==> src/rtl/dot_accel.sv <==
// Avalon-MM Q16.16 dot-product engine: fetches weight/activation vectors over
// the master port and multiply-accumulates them. DOT_ACCEL_RELU_EN fuses a ReLU onto RESULT.
module dot_accel #(
  parameter int FRAC_BITS = 16
) (
  input  logic        clk,
  input  logic        reset,
  output logic        slave_waitrequest,
  input  logic [3:0]  slave_address,
  input  logic        slave_read,
  output logic [31:0] slave_readdata,
  input  logic        slave_write,
  input  logic [31:0] slave_writedata,
  input  logic        master_waitrequest,
  output logic [31:0] master_address,
  output logic        master_read,
  input  logic [31:0] master_readdata,
  input  logic        master_readdatavalid,
  output logic        master_write,
  output logic [31:0] master_writedata
);

  localparam logic [2:0] S_IDLE   = 3'd0;
  localparam logic [2:0] S_RD_W   = 3'd1;
  localparam logic [2:0] S_WAIT_W = 3'd2;
  localparam logic [2:0] S_RD_A   = 3'd3;
  localparam logic [2:0] S_WAIT_A = 3'd4;
  localparam logic [2:0] S_MAC    = 3'd5;
  localparam logic [2:0] S_DONE   = 3'd6;

  localparam logic [3:0] OFS_CTRL   = 4'd0;
  localparam logic [3:0] OFS_W_ADDR = 4'd2;
  localparam logic [3:0] OFS_A_ADDR = 4'd3;
  localparam logic [3:0] OFS_LEN    = 4'd5;

  logic [2:0]  state;
  logic [2:0]  state_next;
  logic        done_hold;
  logic [31:0] w_addr;
  logic [31:0] a_addr;
  logic [31:0] len;
  logic [31:0] result;
  logic [31:0] acc;
  logic [31:0] ptr_w;
  logic [31:0] ptr_a;
  logic [31:0] cnt;
  logic [31:0] w_val;
  logic [31:0] a_val;

  logic               cpu_ok;
  logic               start;
  logic signed [63:0] product;
  logic [31:0]        mac_term;

  // The CPU is only served in IDLE once the post-DONE cycle has passed, so a
  // stalled read of offset 0 always completes with the freshly written RESULT.
  assign cpu_ok = (state == S_IDLE) && !done_hold;
  assign start  = cpu_ok && slave_write && (slave_address == OFS_CTRL);

  // Arithmetic shift of the signed product floors toward -inf.
  assign product  = $signed(w_val) * $signed(a_val);
  assign mac_term = 32'(product >>> FRAC_BITS);

  assign slave_waitrequest = (state != S_IDLE) || done_hold;
  assign master_read       = (state == S_RD_W) || (state == S_RD_A);
  assign master_write      = 1'b0;
  assign master_writedata  = '0;

  always_comb begin
    // NOTE: every always_comb output gets a default first so no path can infer a latch.
    master_address = '0;
    if (state == S_RD_W) begin
      master_address = ptr_w;
    end else if (state == S_RD_A) begin
      master_address = ptr_a;
    end
  end

  always_comb begin
    slave_readdata = '0;
    if (slave_read) begin
      case (slave_address)
        OFS_CTRL:   slave_readdata = result;
        OFS_W_ADDR: slave_readdata = w_addr;
        OFS_A_ADDR: slave_readdata = a_addr;
        OFS_LEN:    slave_readdata = len;
        default:    slave_readdata = '0;
      endcase
    end
  end

  always_comb begin
    state_next = state;
    case (state)
      S_IDLE: begin
        if (start) begin
          state_next = (len == '0) ? S_DONE : S_RD_W;
        end
      end
      S_RD_W: begin
        if (!master_waitrequest) begin
          state_next = S_WAIT_W;
        end
      end
      S_WAIT_W: begin
        if (master_readdatavalid) begin
          state_next = S_RD_A;
        end
      end
      S_RD_A: begin
        if (!master_waitrequest) begin
          state_next = S_WAIT_A;
        end
      end
      S_WAIT_A: begin
        if (master_readdatavalid) begin
          state_next = S_MAC;
        end
      end
      S_MAC:   state_next = (cnt == 32'd1) ? S_DONE : S_RD_W;
      S_DONE:  state_next = S_IDLE;
      default: state_next = S_IDLE;
    endcase
  end

  // NOTE: sequential state uses non-blocking assignments so every flop samples pre-edge values.
  always_ff @(posedge clk or posedge reset) begin
    if (reset) begin
      state     <= S_IDLE;
      done_hold <= 1'b0;
      w_addr    <= '0;
      a_addr    <= '0;
      len       <= '0;
      result    <= '0;
      acc       <= '0;
      ptr_w     <= '0;
      ptr_a     <= '0;
      cnt       <= '0;
      w_val     <= '0;
      a_val     <= '0;
    end else begin
      state     <= state_next;
      done_hold <= (state == S_DONE);

      if (cpu_ok && slave_write) begin
        case (slave_address)
          OFS_W_ADDR: w_addr <= slave_writedata;
          OFS_A_ADDR: a_addr <= slave_writedata;
          OFS_LEN:    len    <= slave_writedata;
          default:    ;
        endcase
      end

      case (state)
        S_IDLE: begin
          if (start) begin
            acc   <= '0;
            ptr_w <= w_addr;
            ptr_a <= a_addr;
            cnt   <= len;
          end
        end
        S_WAIT_W: begin
          if (master_readdatavalid) begin
            w_val <= master_readdata;
          end
        end
        S_WAIT_A: begin
          if (master_readdatavalid) begin
            a_val <= master_readdata;
          end
        end
        S_MAC: begin
          acc   <= acc + mac_term;
          ptr_w <= ptr_w + 32'd4;
          ptr_a <= ptr_a + 32'd4;
          cnt   <= cnt - 32'd1;
        end
        S_DONE: begin
`ifdef DOT_ACCEL_RELU_EN
          result <= acc[31] ? '0 : acc;
`else
          result <= acc;
`endif
        end
        default: ;
      endcase
    end
  end

endmodule

==> config.mk <==
export PLATFORM = sky130hd
export DESIGN_NAME = dot_accel
export DESIGN_NICKNAME = d
export VERILOG_FILES = /design/src/rtl/dot_accel.sv
export SDC_FILE = /design/constraint.sdc
export NUM_CORES = 2
export LEC_CHECK = 0
export ABC_AREA = 0
export BUFFER_PORTS_ARGS = -buffer_cell sky130_fd_sc_hd__clkbuf_2
export CAP_MARGIN = 20
export CORE_ASPECT_RATIO = 0.8
export CORE_MARGIN = 4
export CORE_UTILIZATION = 40
export DETAILED_ROUTE_END_ITERATION = 7
export RECOVER_POWER = 50
export SLEW_MARGIN = 20
export SYNTH_ARGS = -nofsm -noshare
export SYNTH_HDL_FRONTEND = slang
export SYNTH_SLANG_ARGS = --single-unit
==> constraint.sdc <==
create_clock -name clk -period 17.2 [get_ports clk]
set_input_delay 2.58 -clock clk [delete_from_list [all_inputs] [get_ports clk]]
set_output_delay 2.58 -clock clk [all_outputs]
set_load 0.1 [all_outputs]
==> flow_summary_export.csv <==
group,metric,value,unit
sta,finalCritPeriodShare,62.1,%
clocking,clock-root-buffer,"sky130_fd_sc_hd__clkbuf_16",
global_route,grt_pass1_vias,34100,
sta,relative_slew_margins,-287,%
synth,yosys.cell_count.top_type,"sky130_fd_sc_hd__fa_1",
sta,clock.fmax,0.0937,GHz
route,post_drt_via_cell_ratio,5.23,
clocking,cts-hold-fix-buffers,0,
sta,clock_skew,0.0472,ns
job,timing.max_cap.violations,7,
placement,placed_cells,6171,
sta,final-hold-violation-count,0,
global_route,grt_pass1_wl,198000,µm
synth,synthArstFlopShare,100,%
clocking,clock_tree.buffer_depth,3,
clocking,post_cts_resize_count,0,
sta,worst_pin_slew,5.77,ns
synth,synth_area_per_cell,9.66,µm²
final_layout,layout.nets,5812,
synth,synth_top_cells_by_count,"sky130_fd_sc_hd__fa_1 (839), sky130_fd_sc_hd__inv_1 (830), sky130_fd_sc_hd__nand2_1 (560)",
clocking,worst_skew_late_latency,0.61,ns
route,detail_route.drc_violations,0,
setup_path,worst-r2r-cell-count,36,
synth,synth_enable_flop_cells,0,
route,routed_wirelength,125000,µm
setup_path,crit_path_top_delay_cell,"sky130_fd_sc_hd__dfrtp_1",
global_route,grt_antenna_before_repair,3,
sta,setup-violations-final,0,
clocking,clkSinkCount,324,
placement,place.gp.congestion,0.880,
global_route,grt_start_max_net_pins,140,
synth,yosysTopAreaCell,"sky130_fd_sc_hd__fa_1",
route,dr.first_iter.drc_count,2214,
hold_path,hp-start,"ptr_a[1]$_DFFE_PP0P_",
synth,synthesis.instances,4706,
route,firstDrtPassIters,7,
outcome,violated_checks,"capacitance limit, slew limit",
clocking,number_of_buffers_inserted_during_clock_tree_synthesis,39,
setup_path,critical_path.max_stage_delay,0.79,ns
clocking,clk_pin_slew,0.06,ns
synth,synth.ff_latch_count,324,
synth,syn-cell-area,0.0454,mm²
global_route,global_route.overflow_total,0,
floorplan,die_x,385,µm
floorplan,core.rowCount,110,
setup_path,critPathBufInv,5,
setup_path,r2r_end,"acc[31]$_DFFE_PP0P_",
floorplan,die_area,0.119,mm²
setup_path,crit_fanout,18,
sta,timing.setup.tns,0,ns
setup_path,crit_end_category,"flip-flop",
route,antenna_violating_nets_post_route,0,
setup_path,critical_path_data_required_time,17.63,ns
floorplan,placeableCoreArea,0.113,mm²
route,via_count,32600,
floorplan,dieHeight,309,µm
floorplan,floorplan.io_pins,173,
synth,netlist-cell-type-count,85,
placement,detailed_place_hpwl,97000,µm
placement,placement.io_buffers,139,
clocking,tritoncts_clock_tree,"done",
sta,final_max_slew_viol_count,336,
synth,netlist_top_cells_area,"sky130_fd_sc_hd__fa_1 (37%), sky130_fd_sc_hd__dfrtp_1 (18%), sky130_fd_sc_hd__and2_1 (7.0%), sky130_fd_sc_hd__inv_1 (6.9%), sky130_fd_sc_hd__ha_1 (5.5%)",
route,wire_per_inst,20.0,µm
outcome,outcome,"finished with violations",
floorplan,initial_utilization,40.4,%
final_layout,post_layout_nonfiller_instances,6241,
setup_path,critPathMostFrequentCell,"sky130_fd_sc_hd__fa_1",
hold_path,hold-path-cell-count,2,
global_route,groute.usage.overall,21.3,%
hold_path,hp-class,"flip-flop to flip-flop",
sta,rsz0062_at_grt,"false",
sta,period_needed,10.68,ns
setup_path,rr_startpoint,"a_val[2]$_DFFE_PP0P_",
final_layout,drive_gt1_share,10.8,%
synth,yosys.area.top_type_share,37.0,%
synth,ys.warnings.count,0,
setup_path,timing.critical_path.from_type,"flip-flop",
setup_path,criticalPathCategory,"flip-flop to flip-flop",
synth,synth_top_flop_cell,"sky130_fd_sc_hd__dfrtp_1",
clocking,htree_num_levels,2,
setup_path,critical-path-top-delay-family,"adder cells",
setup_path,r2r_setup_slack,6.52,ns
setup_path,arrival,11.10,ns
sta,fin_hold_ws,0.472,ns
final_layout,syn2layout_area_growth,7.62,%
clocking,cts.repair_timing.setup_buffer_count,0,
hold_path,timing.hold.worst_endpoint,"ptr_a[1]$_DFFE_PP0P_",
synth,seq_area_frac_synth,17.8,%
## sequential cells by signal, indices dropped and copies added (netlist names)
name       flops
a_addr        32
a_val         32
acc           32
cnt           32
len           32
ptr_a         32
ptr_w         32
result        32
w_addr        32
w_val         32
state          3
done_hold      1
## how the worst max path moves through the flow
stage	end	cells after the start	start	slack [ns]
after floorplan	a_addr[0]$_DFFE_PP0P_	1	reset	5.65
after global placement	acc[31]$_DFFE_PP0P_	36	a_val[2]$_DFFE_PP0P_	6.81
after detailed placement	acc[31]$_DFFE_PP0P_	36	a_val[2]$_DFFE_PP0P_	6.59
after CTS	acc[31]$_DFFE_PP0P_	36	a_val[2]$_DFFE_PP0P_	6.59
after global routing	acc[31]$_DFFE_PP0P_	36	a_val[2]$_DFFE_PP0P_	5.84
final	acc[31]$_DFFE_PP0P_	36	a_val[2]$_DFFE_PP0P_	6.52
## placed cells by master, fill, tap and decap left out, drive strengths merged, types with 18 or more instances in the layout
master and n:
fa 839, inv 831, nand2 561, and2 506, dfrtp 324, ha 199
clkbuf 198, mux2 191, nor2 136, a21oi 115, o21ai 107, nand3 80
buf 76, xnor2 73, nor3 50, a222oi 34, mux2i 33, conb 33
xor2 26, nand2b 23, nand4 22, a221o 21, nor4 20, a21o 19
nor2b 18
## per-stage QoR
stage          instance area (µm²)  worst slack (ns)  utilization (%)
2_1_floorplan                45600              5.65                -
3_3_place_gp                 47600              6.81             42.2
3_5_place_dp                 47600              6.59             42.2
4_1_cts                      49000              6.59             43.5
5_1_grt                      48900              5.84             43.4
6_report                     48900              6.52             43.4
## worst register-to-register path: cells and delay by family (launching register included)
kind            cells  cell delay (ns)
flops               1             0.79
simple gates        6             1.06
fa+ha+maj          10             4.46
xor+xnor            2             0.27
buf+inv             5             0.57
compound gates     13             3.38
## area by class of cell
| class | count | area [µm²] |
|---|---|---|
| Fill cell | 11000 | 63700 |
| Multi-Input combinational cell | 3284 | 33100 |
| Sequential cell | 324 | 8110 |
| Inverter | 830 | 3120 |
| Tap cell | 1512 | 1890 |
| Timing Repair Buffer | 221 | 1300 |
| Clock buffer | 53 | 1120 |
| Clock inverter | 16 | 282 |
| Antenna cell | 1 | 2.50 |
## metal layers
layer  vias up  track usage [%]  wire (µm)
met4         2             5.83       3270
met1     17000             30.6      56600
li1      14500                -          -
met5         -                0         13
met2       936             33.8      57400
met3       148             3.42       7460
## kinds of logic (layout without fill, tap and decap cells)
logic type / after synthesis / in the layout / synth area share, %
AOI/OAI and AO/OA: 427 / 427 / 6.27
xor gates and xnor gates: 99 / 99 / 1.91
adders and majority gates: 1038 / 1038 / 42.4
buffers and inverters: 1130 / 1120 / 9.72
DFF: 324 / 324 / 17.8
muxes: 224 / 224 / 5.46
other: 1 / 34 / 0.00825
and+or+nand+nor: 1463 / 1463 / 16.4
Power is left out: the tool's default activity adds up to more than one toggle a clock period on the data nets, which glitch-free logic cannot reach.
